**src/rtl/updown_counter_pkg.sv**
```systemverilog
// Shared definitions for the up/down counter: the wrap/saturate mode encoding.
package updown_counter_pkg;

    typedef enum logic {
        MODE_WRAP = 1'b0,
        MODE_SAT  = 1'b1
    } mode_e;

endpackage

```
**src/rtl/updown_counter_nextval.sv**
```systemverilog
// Combinational next-count and boundary-crossing computation.
// All comparisons run one bit wider than the widest operand, so a sum such as
// 14+15 is seen as 29 (past the bound) rather than an aliased 13.
module updown_counter_nextval
    import updown_counter_pkg::*;
#(
    parameter int WIDTH  = 4,
    parameter int STEP_W = 4
) (
    input  logic [WIDTH-1:0]  count,
    input  logic [STEP_W-1:0] step,
    input  logic [WIDTH-1:0]  lo_bound,
    input  logic [WIDTH-1:0]  hi_bound,
    input  logic              dir,
    input  logic              mode,
    output logic [WIDTH-1:0]  next,
    output logic              cross_up,
    output logic              cross_dn
);

    localparam int EW = ((STEP_W > WIDTH) ? STEP_W : WIDTH) + 1;

    logic [EW-1:0] cnt_e;
    logic [EW-1:0] step_e;
    logic [EW-1:0] lo_e;
    logic [EW-1:0] hi_e;
    logic [EW-1:0] sum_e;
    logic [EW-1:0] floor_e;
    logic          in_range;

    assign cnt_e    = EW'(count);
    assign step_e   = EW'(step);
    assign lo_e     = EW'(lo_bound);
    assign hi_e     = EW'(hi_bound);
    assign sum_e    = cnt_e + step_e;
    assign floor_e  = lo_e + step_e;
    assign in_range = (count >= lo_bound) && (count <= hi_bound);

    // Next value: zero step holds, out-of-range restarts at lo_bound, else step or cross.
    always_comb begin
        next     = count;
        cross_up = 1'b0;
        cross_dn = 1'b0;
        if (step_e != '0) begin
            if (!in_range) begin
                next = lo_bound;
            end else if (dir) begin
                if (sum_e <= hi_e) begin
                    next = WIDTH'(sum_e);
                end else begin
                    cross_up = 1'b1;
                    next     = (mode == MODE_SAT) ? hi_bound : lo_bound;
                end
            end else begin
                if (cnt_e >= floor_e) begin
                    next = WIDTH'(cnt_e - step_e);
                end else begin
                    cross_dn = 1'b1;
                    next     = (mode == MODE_SAT) ? lo_bound : hi_bound;
                end
            end
        end
    end

endmodule

```
**src/rtl/updown_counter_param.sv**
```systemverilog
// Bounded up/down counter with wrap/saturate modes, synchronous clamped load,
// a registered terminal-count pulse and sticky overflow/underflow flags.
// A bad configuration (lo_bound > hi_bound) freezes count and flags.
module updown_counter_param
    import updown_counter_pkg::*;
#(
    parameter int WIDTH  = 4,
    parameter int STEP_W = 4
) (
    input  logic              clk,
    input  logic              reset,
    input  logic              en,
    input  logic              up_down,
    input  logic              load,
    input  logic [WIDTH-1:0]  load_val,
    input  logic [STEP_W-1:0] step,
    input  logic [WIDTH-1:0]  lo_bound,
    input  logic [WIDTH-1:0]  hi_bound,
    input  logic              mode,
    input  logic              clr_flags,
    output logic [WIDTH-1:0]  count,
    output logic              at_max,
    output logic              at_min,
    output logic              tc,
    output logic              ovf,
    output logic              unf,
    output logic              cfg_err
);

    logic [WIDTH-1:0] next_val;
    logic             cross_up;
    logic             cross_dn;
    logic [WIDTH-1:0] load_clamped;
    logic             set_ovf;
    logic             set_unf;

    updown_counter_nextval #(
        .WIDTH  (WIDTH),
        .STEP_W (STEP_W)
    ) u_nextval (
        .count    (count),
        .step     (step),
        .lo_bound (lo_bound),
        .hi_bound (hi_bound),
        .dir      (up_down),
        .mode     (mode),
        .next     (next_val),
        .cross_up (cross_up),
        .cross_dn (cross_dn)
    );

    assign cfg_err = (lo_bound > hi_bound);
    assign at_max  = (count == hi_bound);
    assign at_min  = (count == lo_bound);

    // Events only come from an enabled count step (load never raises one).
    assign set_ovf = en && !load && cross_up;
    assign set_unf = en && !load && cross_dn;

    // Clamp the load value into the inclusive range.
    always_comb begin
        load_clamped = load_val;
        if (load_val < lo_bound) begin
            load_clamped = lo_bound;
        end else if (load_val > hi_bound) begin
            load_clamped = hi_bound;
        end
    end

    // Count, terminal-count pulse and sticky flags; set beats clear.
    always_ff @(posedge clk or negedge reset) begin
        if (!reset) begin
            count <= '0;
            tc    <= 1'b0;
            ovf   <= 1'b0;
            unf   <= 1'b0;
        end else if (cfg_err) begin
            tc <= 1'b0;
        end else begin
            if (load) begin
                count <= load_clamped;
                tc    <= 1'b0;
            end else if (en) begin
                count <= next_val;
                tc    <= cross_up || cross_dn;
            end else begin
                tc <= 1'b0;
            end

            if (set_ovf) begin
                ovf <= 1'b1;
            end else if (clr_flags) begin
                ovf <= 1'b0;
            end

            if (set_unf) begin
                unf <= 1'b1;
            end else if (clr_flags) begin
                unf <= 1'b0;
            end
        end
    end

endmodule

```
**config.mk**
```make
export PLATFORM = sky130hd
export DESIGN_NAME = updown_counter_param
export DESIGN_NICKNAME = d
export VERILOG_FILES = /design/src/rtl/updown_counter_pkg.sv /design/src/rtl/updown_counter_nextval.sv /design/src/rtl/updown_counter_param.sv
export SDC_FILE = /design/constraint.sdc
export NUM_CORES = 1
export LEC_CHECK = 0
export CAP_MARGIN = 10
export CORE_MARGIN = 2
export CORE_UTILIZATION = 50
export DETAILED_ROUTE_END_ITERATION = 8
export GPL_TIMING_DRIVEN = 1
export PLACE_DENSITY = 0.78
export SYNTH_ARGS = -nofsm -noshare
export SYNTH_HDL_FRONTEND = slang
export SYNTH_SLANG_ARGS = --single-unit
```
**constraint.sdc**
```tcl
create_clock -name clk -period 3.8 [get_ports clk]
set_input_delay 0.76 -clock clk [delete_from_list [all_inputs] [get_ports clk]]
set_output_delay 0.76 -clock clk [all_outputs]
set_load 0.01 [all_outputs]
```
# After elaboration in Yosys (flattened, before gate mapping)
# Cells that the tools add are included.
# word_totals
reg_bits,7
inputBits,23
output_inout_bits,10
# classes
add_sub_neg,3
order_cmp,7
eq_ne,2
mux,25
bitwise_logic,1
n_reduce_logical,14
# ops
cell,count
4-bit two-way mux,11
1-bit two-way mux,14
4-bit by 4-bit adder with 5-bit output,2
4-bit == test,2
4-bit greater-than comparator,2
2-bit nonzero test,4
4-bit by 5-bit greater-or-equal comparator with 1-bit output,1
5-bit by 4-bit less-or-equal comparator with 1-bit output,1
5-bit nonzero test,1
4-bit greater-or-equal comparator,1
4-bit less-or-equal comparator,1
1-bit logical AND,4
4-bit < comparator,1
2-bit AND reduction,2
4-bit subtractor,1
3-bit AND reduction,1
1-bit zero test,1
1-bit logical OR,1
1-bit NOT,1

# Logic depth before layout (Yosys ltp)
# Gate-level depths: netlist of run 1.
# depth
word_depth,10
depth_mapped,14
ltp_nobuf,13

# Hierarchy
# A second synthesis of run 1 with hierarchy kept.
# hier_totals
hier_cells,230
hier_area_um2,1995.7
# modules_own_cells
mod,n_inst,cells_each,area_per_inst_um2,seq_area_each_um2
updown_counter_nextval,1,134,1111.1,0.0
updown_counter_param,1,96,884.6,175.2

# Worst setup path after synthesis of run 1
# OpenSTA, ideal clock, no wires.
# synth_timing
kind,input port to flip-flop
startpoint,in step[0]
endpoint,reg count[1]
setup_time_ns,0.127
arrival_time_ns,3.180
required_time_ns,3.673
path_slack_ns,0.494
stages,11
path_cell_list,ha_1 -> fa_1 -> xnor2_1 -> ha_1 -> a21oi_1 -> o221ai_1 -> a221o_1 -> buf_6 -> mux2_2 -> o211ai_1 -> a221o_2
# synth_between
elab_chain_cells,8
# synth_lines
element,line,source
from (decl),updown_counter_param.sv:16,"input logic [STEP_W-1:0] step,"
4-bit by 4-bit adder with 5-bit output (on tied branches),"updown_counter_nextval.sv:36, updown_counter_nextval.sv:35",
4-bit by 5-bit greater-or-equal comparator with 1-bit output or 5-bit by 4-bit less-or-equal comparator with 1-bit output (tied branches),"updown_counter_nextval.sv:55, updown_counter_nextval.sv:48",
4-bit two-way mux (on tied branches),"updown_counter_nextval.sv:55, updown_counter_nextval.sv:48",
4-bit two-way mux,updown_counter_nextval.sv:47,end else if (dir) begin
4-bit two-way mux,updown_counter_nextval.sv:45,if (!in_range) begin
4-bit two-way mux,updown_counter_nextval.sv:44,if (step_e != '0) begin
4-bit two-way mux,updown_counter_param.sv:83,end else if (en) begin
4-bit two-way mux,updown_counter_param.sv:80,if (load) begin
to (signal assigned),updown_counter_param.sv:81,count <= load_clamped;
to (signal assigned),updown_counter_param.sv:84,count <= next_val;
to (decl),updown_counter_param.sv:21,"output logic [WIDTH-1:0] count,"
# Parallel ways exist; a longest one is shown, timed or not. The select of a mux whose other input is x is not followed.
# A chain may end at the register's enable or synchronous reset.

# Worst setup path in the final report of run 1
# Ends and elaborated chain as after synthesis.

==> impl_summary.md, run 1 <==
Synth
The count of mapped cells out of synthesis is 191. The number of synthesized flops with an enable pin is 0. Sorting the synthesized cells by how often they occur yields ha_1 (38), inv_1 (18), o21ai_0 (13).

Yosys instantiated no cell more often than ha_1. After synthesis, the mean cell area works out to 8.45 sq um. The share of the Yosys chip area taken by registers is 10.9%. The unique cell type count in the Yosys netlist is 41. In the post-synthesis netlist, the biggest area contributors are ha_1 (29%), dfrtp_1 (11%), mux2i_1 (6.2%). Synthesis produced a netlist with a net count of 255. During synthesis, Yosys emitted a total of 0 warnings. Of all cell types, the one taking the most synthesized area is ha_1. Summed over its instances, the top area cell type makes up 29.5% of the synthesized netlist area.

Of all flip-flops after synthesis, the portion carrying an async set or reset was 100%. The synthesized design contains 7 register bits. Among all flip-flop cells after synthesis, the most frequent one is dfrtp_1.

The mapped netlist covers 1610 sq um.

STA
For this run, the top clock speed supported by timing is 276 MHz. The final-report hold violation count is 0. Setup violations remaining at the end of the flow were counted as 0.

Headroom to the max-slew limit came out at 47.3%. The worst hold slack is 496 ps. The transition time at the pin with the least slew margin is 781 ps. The final number of max-transition violations is 0. Across the routed clock network, the largest skew measured is 0.233 ps.

The minimum clock period after layout is 3630 ps. The worst path uses 95.5% of the clock period. Setup repair after global routing left no endpoint under its margin.

Route
The residual DRC count is 0. The count of nets left with antenna violations once routing finished came out at 0. Using the TritonRoute via totals, the vias-per-cell ratio works out to 6.06.

After the first detailed-routing iteration, the DRC count stood at 85. Summing over every cut layer, the via total after detailed routing is 1715. The number of optimization iterations in the first detailed-route pass is 4.

The wire length reported by the detailed router is 4680 um. Dividing the detail-routed wire length by the instance count gives 16.5 um.

Critical path
The maximum fanout count along the critical path is 3. The kind of cell adding the most delay to the critical path is compound AO/OA/AOI/OAI gates. For the worst setup path, the data required time is 3950 ps. The stage delay of the slowest cell on the critical path is 420 ps.

Walking the worst path, the cells encountered are clkdlybuf4s50_1 > ha_1 > fa_1 > xnor2_1 > ha_1 > a21oi_1 > o221ai_1 > a221o_1 > mux2_2 > o211ai_1 > a221o_2. The arrival time of data at the critical path endpoint is 3780 ps. By instance count, the cell type seen most on the critical path is ha_1. The startpoint class of the critical path is an input pin. The startpoint-to-endpoint class of the critical path is input pin to flop. The number of buffers and inverters on the critical path is 1. The worst setup path is captured at a flop.

The library cell contributing the largest single delay on the critical path is clkdlybuf4s50_1.

Floorplan
The number of standard-cell rows in the floorplan is 20. The die is 60.8 um wide. The standard cell core area is 3050 sq um. Pin placement for this block handled 33 I/O pins. For this configuration, the core starts out at a cell density of 52.9%. The overall die area is 3700 sq um. The height of the die is 60.8 um.

Pwr
The worst ir drop on vdd is 0.000276 V. The net switching power of the design is 0.410 mW. The combinational power share is 77.9%. The clock power share is 8.4%. The internal portion of the total power is 0.472 mW. Sequential cells account for 13.7% of the total power. Of the total power, the share spent switching nets is 46.5%. The cell leakage power is 1.01 nW. The cell area power density is 418 nW/um^2.

Global routing
The overflow left after global routing is 0. The first-pass GRT wire length is 7670 um. The pin count of the biggest net entering global routing is 14. The initial antenna violation count is 0. For this run, the total global-route usage over all layers was measured as 28.4%. The number of global-route vias before repair is 1686.

Clock network
The post-CTS clock slew at the launch and capture registers of the worst setup and hold paths is 60 ps. The clock root buffer is clkbuf_4. The clock tree from TritonCTS is built.

In this run the deepest clock path goes through 2 buffers. The clock sink count is 7. The total of cells resized after clock tree synthesis is 0. In this run the post-CTS setup repair buffer count came out at 0.

After clock tree synthesis, the flow added hold-fix buffers numbering 0. The CTS buffer count is 3. The H-tree level count is 1. For the worst-skew pair, the clock arrives at the later sink with an insertion delay of 270 ps.

Run
Across the run, the number of max-cap violations was 0.

Final layout
The fraction of final layout cells with drive strength greater than 1 is 10.9%. The total inserted antenna cells is 0. The layout overhead on the synthesized area is 30.7%.

For this run, the post-layout net count is 304. The post-route cell area is 2110 sq um.

Min path
In this run the worst hold path is classified as flop to flop.

Placed design
Input and output buffers added on the ports amount to 32. The weighted congestion reported at the end of routability-driven placement is 0.911. The placed wire-length estimate is 4010 um. The post-place instance area is 2080 sq um.

Status
The run finished with clean final reports.
## path summary, 6_finish.rpt
| path | start | endpoint | slack (ps) | depth (start not counted) |
|---|---|---|---|---|
| min reg2reg | ovf$_DFFE_PN0P_ | ovf$_DFFE_PN0P_ | 500 | 1 |
| max | step[0] | count[1]$_DFFE_PN0P_ | 170 | 11 |
| min in group asynchronous | reset | tc$_DFF_PN0_ | 760 | 1 |
| max reg2reg | count[1]$_DFFE_PN0P_ | count[1]$_DFFE_PN0P_ | 620 | 12 |
| min | ovf$_DFFE_PN0P_ | ovf$_DFFE_PN0P_ | 500 | 1 |
| max in group asynchronous | reset | count[0]$_DFFE_PN0P_ | 2790 | 1 |
## cell type report
cell class / instances / area [sq um]
sequential: 7 / 175
inverter: 19 / 71.3
fill: 265 / 943
multi-input combinational: 162 / 1350
tap: 44 / 55.1
timing repair buffer: 47 / 433
clock buffer: 4 / 26.3
## cell usage in the layout, fill, tap and decap left out, types with 2 or more instances in the layout
master	Yosys	layout
and4_1	3	3
nand2_1	11	11
nand4_1	2	2
o211ai_1	4	4
a211oi_1	4	4
nor2_1	11	11
clkbuf_4	0	3
mux2i_1	10	10
clkdlybuf4s50_1	0	32
o2111ai_1	3	3
a32o_1	2	2
dfrtp_1	7	7
ha_1	38	38
a21oi_1	11	11
fa_1	3	3
o21a_1	4	4
inv_1	18	18
buf_4	0	15
o21ai_0	13	13
xor2_1	3	3
nor3_1	2	2
nor2b_1	4	4
a21o_1	4	4
or3_1	2	2
nand3_1	3	3
xnor2_1	3	3
nand2b_1	4	4
mux2_2	5	5
a221o_1	2	2
## stage by stage
step	instances	utilization, %	setup WS [ps]	power, mW	setup TNS [ps]
2_1_floorplan	191	-	494	0.570	0
3_3_place_gp	279	68.2	-5.21	0.766	-9.72
3_5_place_dp	279	68.2	-97.3	0.801	-222
4_1_cts	283	69.1	191	0.878	0
5_1_grt	283	69.1	59.0	0.959	0
6_report	283	69.1	171	0.882	0
## flip-flops by register name, indices dropped and copies added, names as in the netlist
| name | flops |
|---|---|
| tc | 1 |
| count | 4 |
| ovf | 1 |
| unf | 1 |
## power groups by stage
stage	combinational, mW	clock (mW)	sequential, mW
global route	0.757	0.0771	0.125
floorplan	0.444	0	0.126
detailed placement	0.678	0	0.122
global placement	0.644	0	0.122
finish	0.687	0.0740	0.121
CTS	0.681	0.0754	0.121
## layer usage
layer  up-vias  global-route usage (%)  part of all wire [%]  routed length (um)
li1        817                       -                     -                   -
met1       802                    34.4                    38                1770
met2        76                    47.9                    49                2290
met3        20                    4.69                   8.5                 396
met4         0                    15.2                   4.7                 221
met5         -                       0                     0                   0
## cell families after synthesis
logic type	count (synthesis)	synth area share [%]
muxes	15	9.69
DFF	7	10.9
buffers and inverters	22	5.58
xor gates and xnor gates	6	3.26
AOI/OAI and AO/OA	58	24.5
adders and majority gates	41	33.2
and+or+nand+nor	42	12.9
No activity file was read; power rests on OpenSTA's default activity.
==> inputs of run 2 (changes only) <==
- PLACE_DENSITY: 0.78 -> default
- PLACE_DENSITY_LB_ADDON: default -> 0.15
==> impl_summary.md, run 2 (synthesized netlist as in run 1, its figures left out) <==
Placed design
The congestion estimate from routability-driven global placement came to 0.982. In this run the tool buffered the top-level ports with 32 buffer cells. The number of cells after detailed placement is 277.

Detailed placement finished with a half-perimeter wire length of 3990 um. OpenSTA, run right after detailed placement, puts the worst setup slack at -62.4 ps.

Final layout
The top cell types in the final layout, fill and taps aside, are ha_1 (38), clkdlybuf4s50_1 (32), inv_1 (18). The layout overhead on the synthesized area is 29.8%. Leaving out fill and tap cells, the most frequent cell in the layout is ha_1. Counting flops per register, the top entry is count. Of the cells placed in the final design, the portion with a size suffix greater than 1 is 10.1%.

The area of the multi-input gates is 1350 sq um. The layout has 278 filler cells. The net count of the finished layout is 302.

The final cell count without fillers is 281. In the final layout, flip-flops and latches occupy 175 sq um. The register with the most flip-flops in the layout has 4 of them. The total inserted antenna cells is 0.

Critical path
The arrival time of data at the critical path endpoint is 3770 ps. The number of buffers and inverters on the critical path is 3. The maximum fanout count along the critical path is 3.

The critical path is of the input pin to flop type. For the worst setup path, the data required time is 3950 ps. The library cell contributing the largest single delay on the critical path is clkdlybuf4s50_1. The kind of cell with the highest combined delay along the critical path is compound AO/OA/AOI/OAI gates. For this run, the slowest stage of the critical path takes 480 ps. Traced cell by cell, the critical path runs through clkdlybuf4s50_1 > inv_1 > ha_1 > inv_1 > a21o_1 > a21oi_1 > xnor2_1 > ha_1 > nand3_1 > o221ai_1 > a221o_1 > mux2_2 > o211ai_1 > a221o_2. The element type at the critical path end is a flop. The startpoint class of the critical path is an input pin.

STA
The tightest slew margin relative to the limit is 43.4%. The final count of negative-setup-slack endpoints is 0. The final number of max-transition violations is 0. The setup TNS after final layout is 0 ps.

On the final layout, the worst clock skew is 1.32 ps. Setup repair after global routing left no endpoint under its margin. The transition time at the pin with the least slew margin is 838 ps.

Of the available clock period, the critical path in the final layout requires 95.3%. The final-report hold violation count came to 0. For this run, the top clock speed supported by timing is 276 MHz. The minimum clock period after layout is 3620 ps.

The worst path meets setup with 179 ps of slack.

Run
The max capacitance violation total is 0.

Global routing
The global-route track usage on met1 is 32.8%. The layer with the highest usage is met2. The pin count of the biggest net entering global routing is 14.

The total global-route track usage is 27.3%. In the global route stage, met2 resource usage came out at 51.3%. The initial antenna violation count is 0. The first global-routing pass estimated 7460 um of wire. Global routing consumed, on the met3 layer, 2.99% of the routing resources.

The number of global-route vias before repair is 1604. The overflow left after global routing is 0.

Clock network
For this design, the sink count on the clock tree is 7. After clock tree synthesis, the flow added hold-fix buffers numbering 0. The maximum number of buffers from clock root to sink is 2.

TritonCTS built the clock tree. The total of cells resized after clock tree synthesis is 0. CTS built an H-tree with a depth of 1. Counting the buffers created by CTS gives 3.

The post-CTS clock slew at the launch and capture registers of the worst setup and hold paths is 60 ps. The clock root buffer is clkbuf_4. In this run the post-CTS setup repair buffer count came out at 0. The clock latency reported for the late side of the worst-skew pair is 260 ps.

Pwr
The cell leakage power is 1.00 nW. After layout, the design draws a total of 0.882 mW. The cell area power density is 421 nW/um^2.

IR analysis of the VDD net gives a maximum drop of 0.000228 V.

Floorplan
The starting utilization of the core area is 52.9%. During I/O placement, the number of pins put on the boundary was 33. The total area inside the core boundary comes to 3050 sq um. The height of the die is 60.8 um. Row generation in the floorplan step produced 20 rows.

The horizontal extent of the die is 60.8 um. The die covers 3700 sq um.

Route
The number of optimization iterations in the first detailed-route pass is 4. The final route contains 1641 vias. The residual DRC count is 0. Using the TritonRoute via totals, the vias-per-cell ratio works out to 5.84. The first routing iteration left 61 violations. The number of antenna-violating nets in the routed design is 0. The wire length reported by the detailed router is 4650 um. The detail-routed net length per standard cell is 16.6 um.

Min path
The worst hold path belongs to the class flop to flop.

Status
The run finished with clean final reports.
==> run 2: routing by layer <==
metal | share of wire (%) | up-vias
met5 | 0 | -
met4 | 1.4 | 0
met3 | 4.8 | 11
met2 | 52 | 55
met1 | 42 | 764
li1 | - | 811
==> run 2: path summary, 6_finish.rpt <==
kind	startpoint	endpoint	slack (ps)	depth (start not counted)
setup / recovery	step[1]	count[1]$_DFFE_PN0P_	180	14
hold / removal	unf$_DFFE_PN0P_	unf$_DFFE_PN0P_	490	1
setup reg to reg	count[1]$_DFFE_PN0P_	count[1]$_DFFE_PN0P_	580	12
hold reg to reg	unf$_DFFE_PN0P_	unf$_DFFE_PN0P_	490	1
max in group asynchronous	reset	unf$_DFFE_PN0P_	2780	1
min in group asynchronous	reset	count[1]$_DFFE_PN0P_	770	1
==> run 2: power breakdown <==
| part | internal, mW | switching, mW |
|---|---|---|
| Sequential | 0.0920 | 0.0418 |
| Clock | 0.0404 | 0.0330 |
| Combinational | 0.338 | 0.336 |
==> run 2: worst register-to-register path, cell delays in order, from the launching register on <==
cell      delay [ps]
dfrtp_1          550
ha_1             370
inv_1             50
a21o_1           150
a21oi_1          180
xnor2_1          200
ha_1             320
nand3_1          100
o221ai_1         110
a221o_1          360
mux2_2           230
o211ai_1         100
a221o_2          380
==> run 2: layout make-up <==
class | count | area share [%]
multi-input cells | 162 | 64.4
repair buffers | 45 | 20.0
flip-flops and latches | 7 | 8.36
inverters | 19 | 3.41
well taps | 44 | 2.63
clock buffers | 4 | 1.25
==> run 2: metrics by stage <==
step                hold WS (ps)  cell area [sq um]  util, %
finish                       490               2090     68.6
global route                 502               2090     68.6
floorplan                    464               1610        -
CTS                          493               2090     68.6
detailed placement           480               2070     67.7
global placement             480               2070     67.7
==> inputs of run 3 (changes only) <==
- REMOVE_ABC_BUFFERS: default -> 1
==> impl_summary.md, run 3 (synthesized netlist as in run 1, its figures left out) <==
Critical path
In this run the critical register-to-register path is launched from count[1]$_DFFE_PN0P_. The origin of the worst setup path is step[1]. For flop-to-flop paths, the worst setup slack is 600 ps. The critical register-to-register path endpoint is count[0]$_DFFE_PN0P_.

The startpoint-to-endpoint class of the critical path is input pin to flop. For the worst flop-to-flop path, the logic depth is 13. The maximum fanout count along the critical path is 6. The arrival time of data at the critical path endpoint is 3830 ps. The worst setup path is launched from an input pin. STA classifies the critical path endpoint as a flop. STA puts the critical path data required time at 4000 ps. The most critical setup path has its endpoint at count[0]$_DFFE_PN0P_.

Final layout
The net count of the finished layout is 304. The total inserted antenna cells is 0. The register bank with the most flops is count.

After filler insertion, the fill cell instance count of the layout stands at 253. The layout overhead on the synthesized area is 31.6%. In the layout the commonest cells are ha_1 (38), clkdlybuf4s50_1 (32), inv_1 (18). Across the whole layout, storage elements account for 175 sq um. Of the cells placed in the final design, the portion with a size suffix greater than 1 is 11.7%. The commonest non-fill, non-tap cell in the layout is ha_1.

The number of flip-flops in the largest register is 4. The final cell count without fillers is 283. In the final layout, the multi-input gates occupy 1360 sq um.

Clock network
The clock tree from TritonCTS is built. The clock root buffer is clkbuf_4. The clock passes through at most 2 buffers. The clock latency reported for the late side of the worst-skew pair is 260 ps. After clock tree synthesis, the clock-pin slew on the worst setup and hold paths is 60 ps. Hold repair after CTS inserted 0 buffers. CTS saw 7 sinks. CTS built an H-tree with a depth of 1. Clock tree synthesis inserted a total of 3 buffers.

Route
Dividing the detail-routed wire length by the instance count gives 16.8 um. The pre-antenna-repair detailed-routing pass consisted of 4 iterations. The post-detailed-route via-to-cell ratio is 6.05. The first routing iteration left 69 violations.

Once detail routing completed, the nets flagged for antenna violations numbered 0. In the routed design, unresolved DRC markers number 0. The wire length reported by the detailed router is 4750 um. The count of vias placed by the detailed router is 1712.

Floorplan
The die covers 3700 sq um. The count of pins on the block boundary is 33. Measured along the x axis, the die boundary spans 60.8 um.

The number of standard-cell rows in the floorplan is 20. The total area inside the core boundary comes to 3050 sq um. The height of the die is 60.8 um.

Once the floorplan was initialized, standard cells occupied 52.9% of the core.

Placed design
The number of cells after detailed placement is 279. The number of port buffers is 32. The placed wire-length estimate is 4010 um.

At the end of routability-driven placement, the weighted congestion stood at 0.945.

Global routing
Entering global routing, the biggest net connects 14 pins. The number of global-route vias before repair is 1761. The first global-routing pass estimated 7710 um of wire.

The initial antenna violation count is 0. The total global-route track usage is 27.9%. The overflow left after global routing is 0.

STA
The maximum achievable frequency is 275 MHz. The worst-case clock skew is 11.5 ps. The final count of negative-setup-slack endpoints is 0. The final-report hold violation count is 0. The worst pin sits at a relative slew slack of 48.8%. The final number of max-transition violations is 0. The transition time at the pin with the least slew margin is 757 ps. Setup repair after global routing left no endpoint under its margin. Dividing the final minimum period by the clock period gives 95.6%. After layout, the minimum clock period comes to 3630 ps.

The setup TNS after final layout is 0 ps.

Status
The run finished with clean final reports.

Pwr
Total power for the finished layout comes to 0.910 mW. The analysis attributes to cell leakage a power of 1.03 nW. The cell area power density is 428 nW/um^2. The worst ir drop on vdd is 0.000205 V.

Run
Across the run, the number of max-cap violations was 0.

Min path
The worst hold-check path type is flop to flop.
run 3: worst min path at each step:
stage	start	end	depth (start not counted)
after floorplan	reset	count[0]$_DFFE_PN0P_	0
after global placement	unf$_DFFE_PN0P_	unf$_DFFE_PN0P_	1
after detailed placement	unf$_DFFE_PN0P_	unf$_DFFE_PN0P_	1
after CTS	unf$_DFFE_PN0P_	unf$_DFFE_PN0P_	1
after global routing	unf$_DFFE_PN0P_	unf$_DFFE_PN0P_	1
final	unf$_DFFE_PN0P_	unf$_DFFE_PN0P_	1
run 3: where the power goes:
group	internal (mW)	switching (mW)	total [mW]
Combinational	0.352	0.354	0.707
Clock	0.0402	0.0300	0.0702
Sequential	0.0921	0.0405	0.133
Total	0.485	0.425	0.910
run 3: stage by stage:
stage | cell area [sq um] | setup slack (ps) | util (%) | hold WS (ps)
detailed placement | 2080 | -84.4 | 68.2 | 481
floorplan | 1600 | 502 | - | 464
global placement | 2080 | 2.48 | 68.2 | 484
finish | 2120 | 167 | 69.6 | 488
global route | 2120 | 12.1 | 69.6 | 512
CTS | 2110 | 163 | 69.1 | 492
run 3: area by class of cell:
class                           instances  area share, %
Clock buffer                            4           1.24
Sequential cell                         7           8.24
Inverter                               19           3.36
Timing Repair Buffer                   47           20.4
Tap cell                               44           2.59
Multi-Input combinational cell        162           64.2
run 3: worst max-delay path, cell delays in order:
cell,delay [ps]
clkdlybuf4s50_1,470
inv_1,60
ha_1,270
inv_1,60
a21o_1,150
a21oi_1,220
xnor2_2,170
ha_1,300
nand3_1,100
o221ai_1,120
a221o_1,380
buf_4,170
or3_1,300
o2111ai_1,120
a221o_1,170
run 3: routing by layer:
metal	share of wire, %	track usage (%)
met5	0	0
met4	2.1	10.2
met3	8.0	5.12
met2	52	50.1
met1	38	32.9
run 3: timing repair:
action / CTS / global route
setup buffers: 0 / 0
gates resized for setup: 0 / 2
setup endpoints to repair: 0 / 1
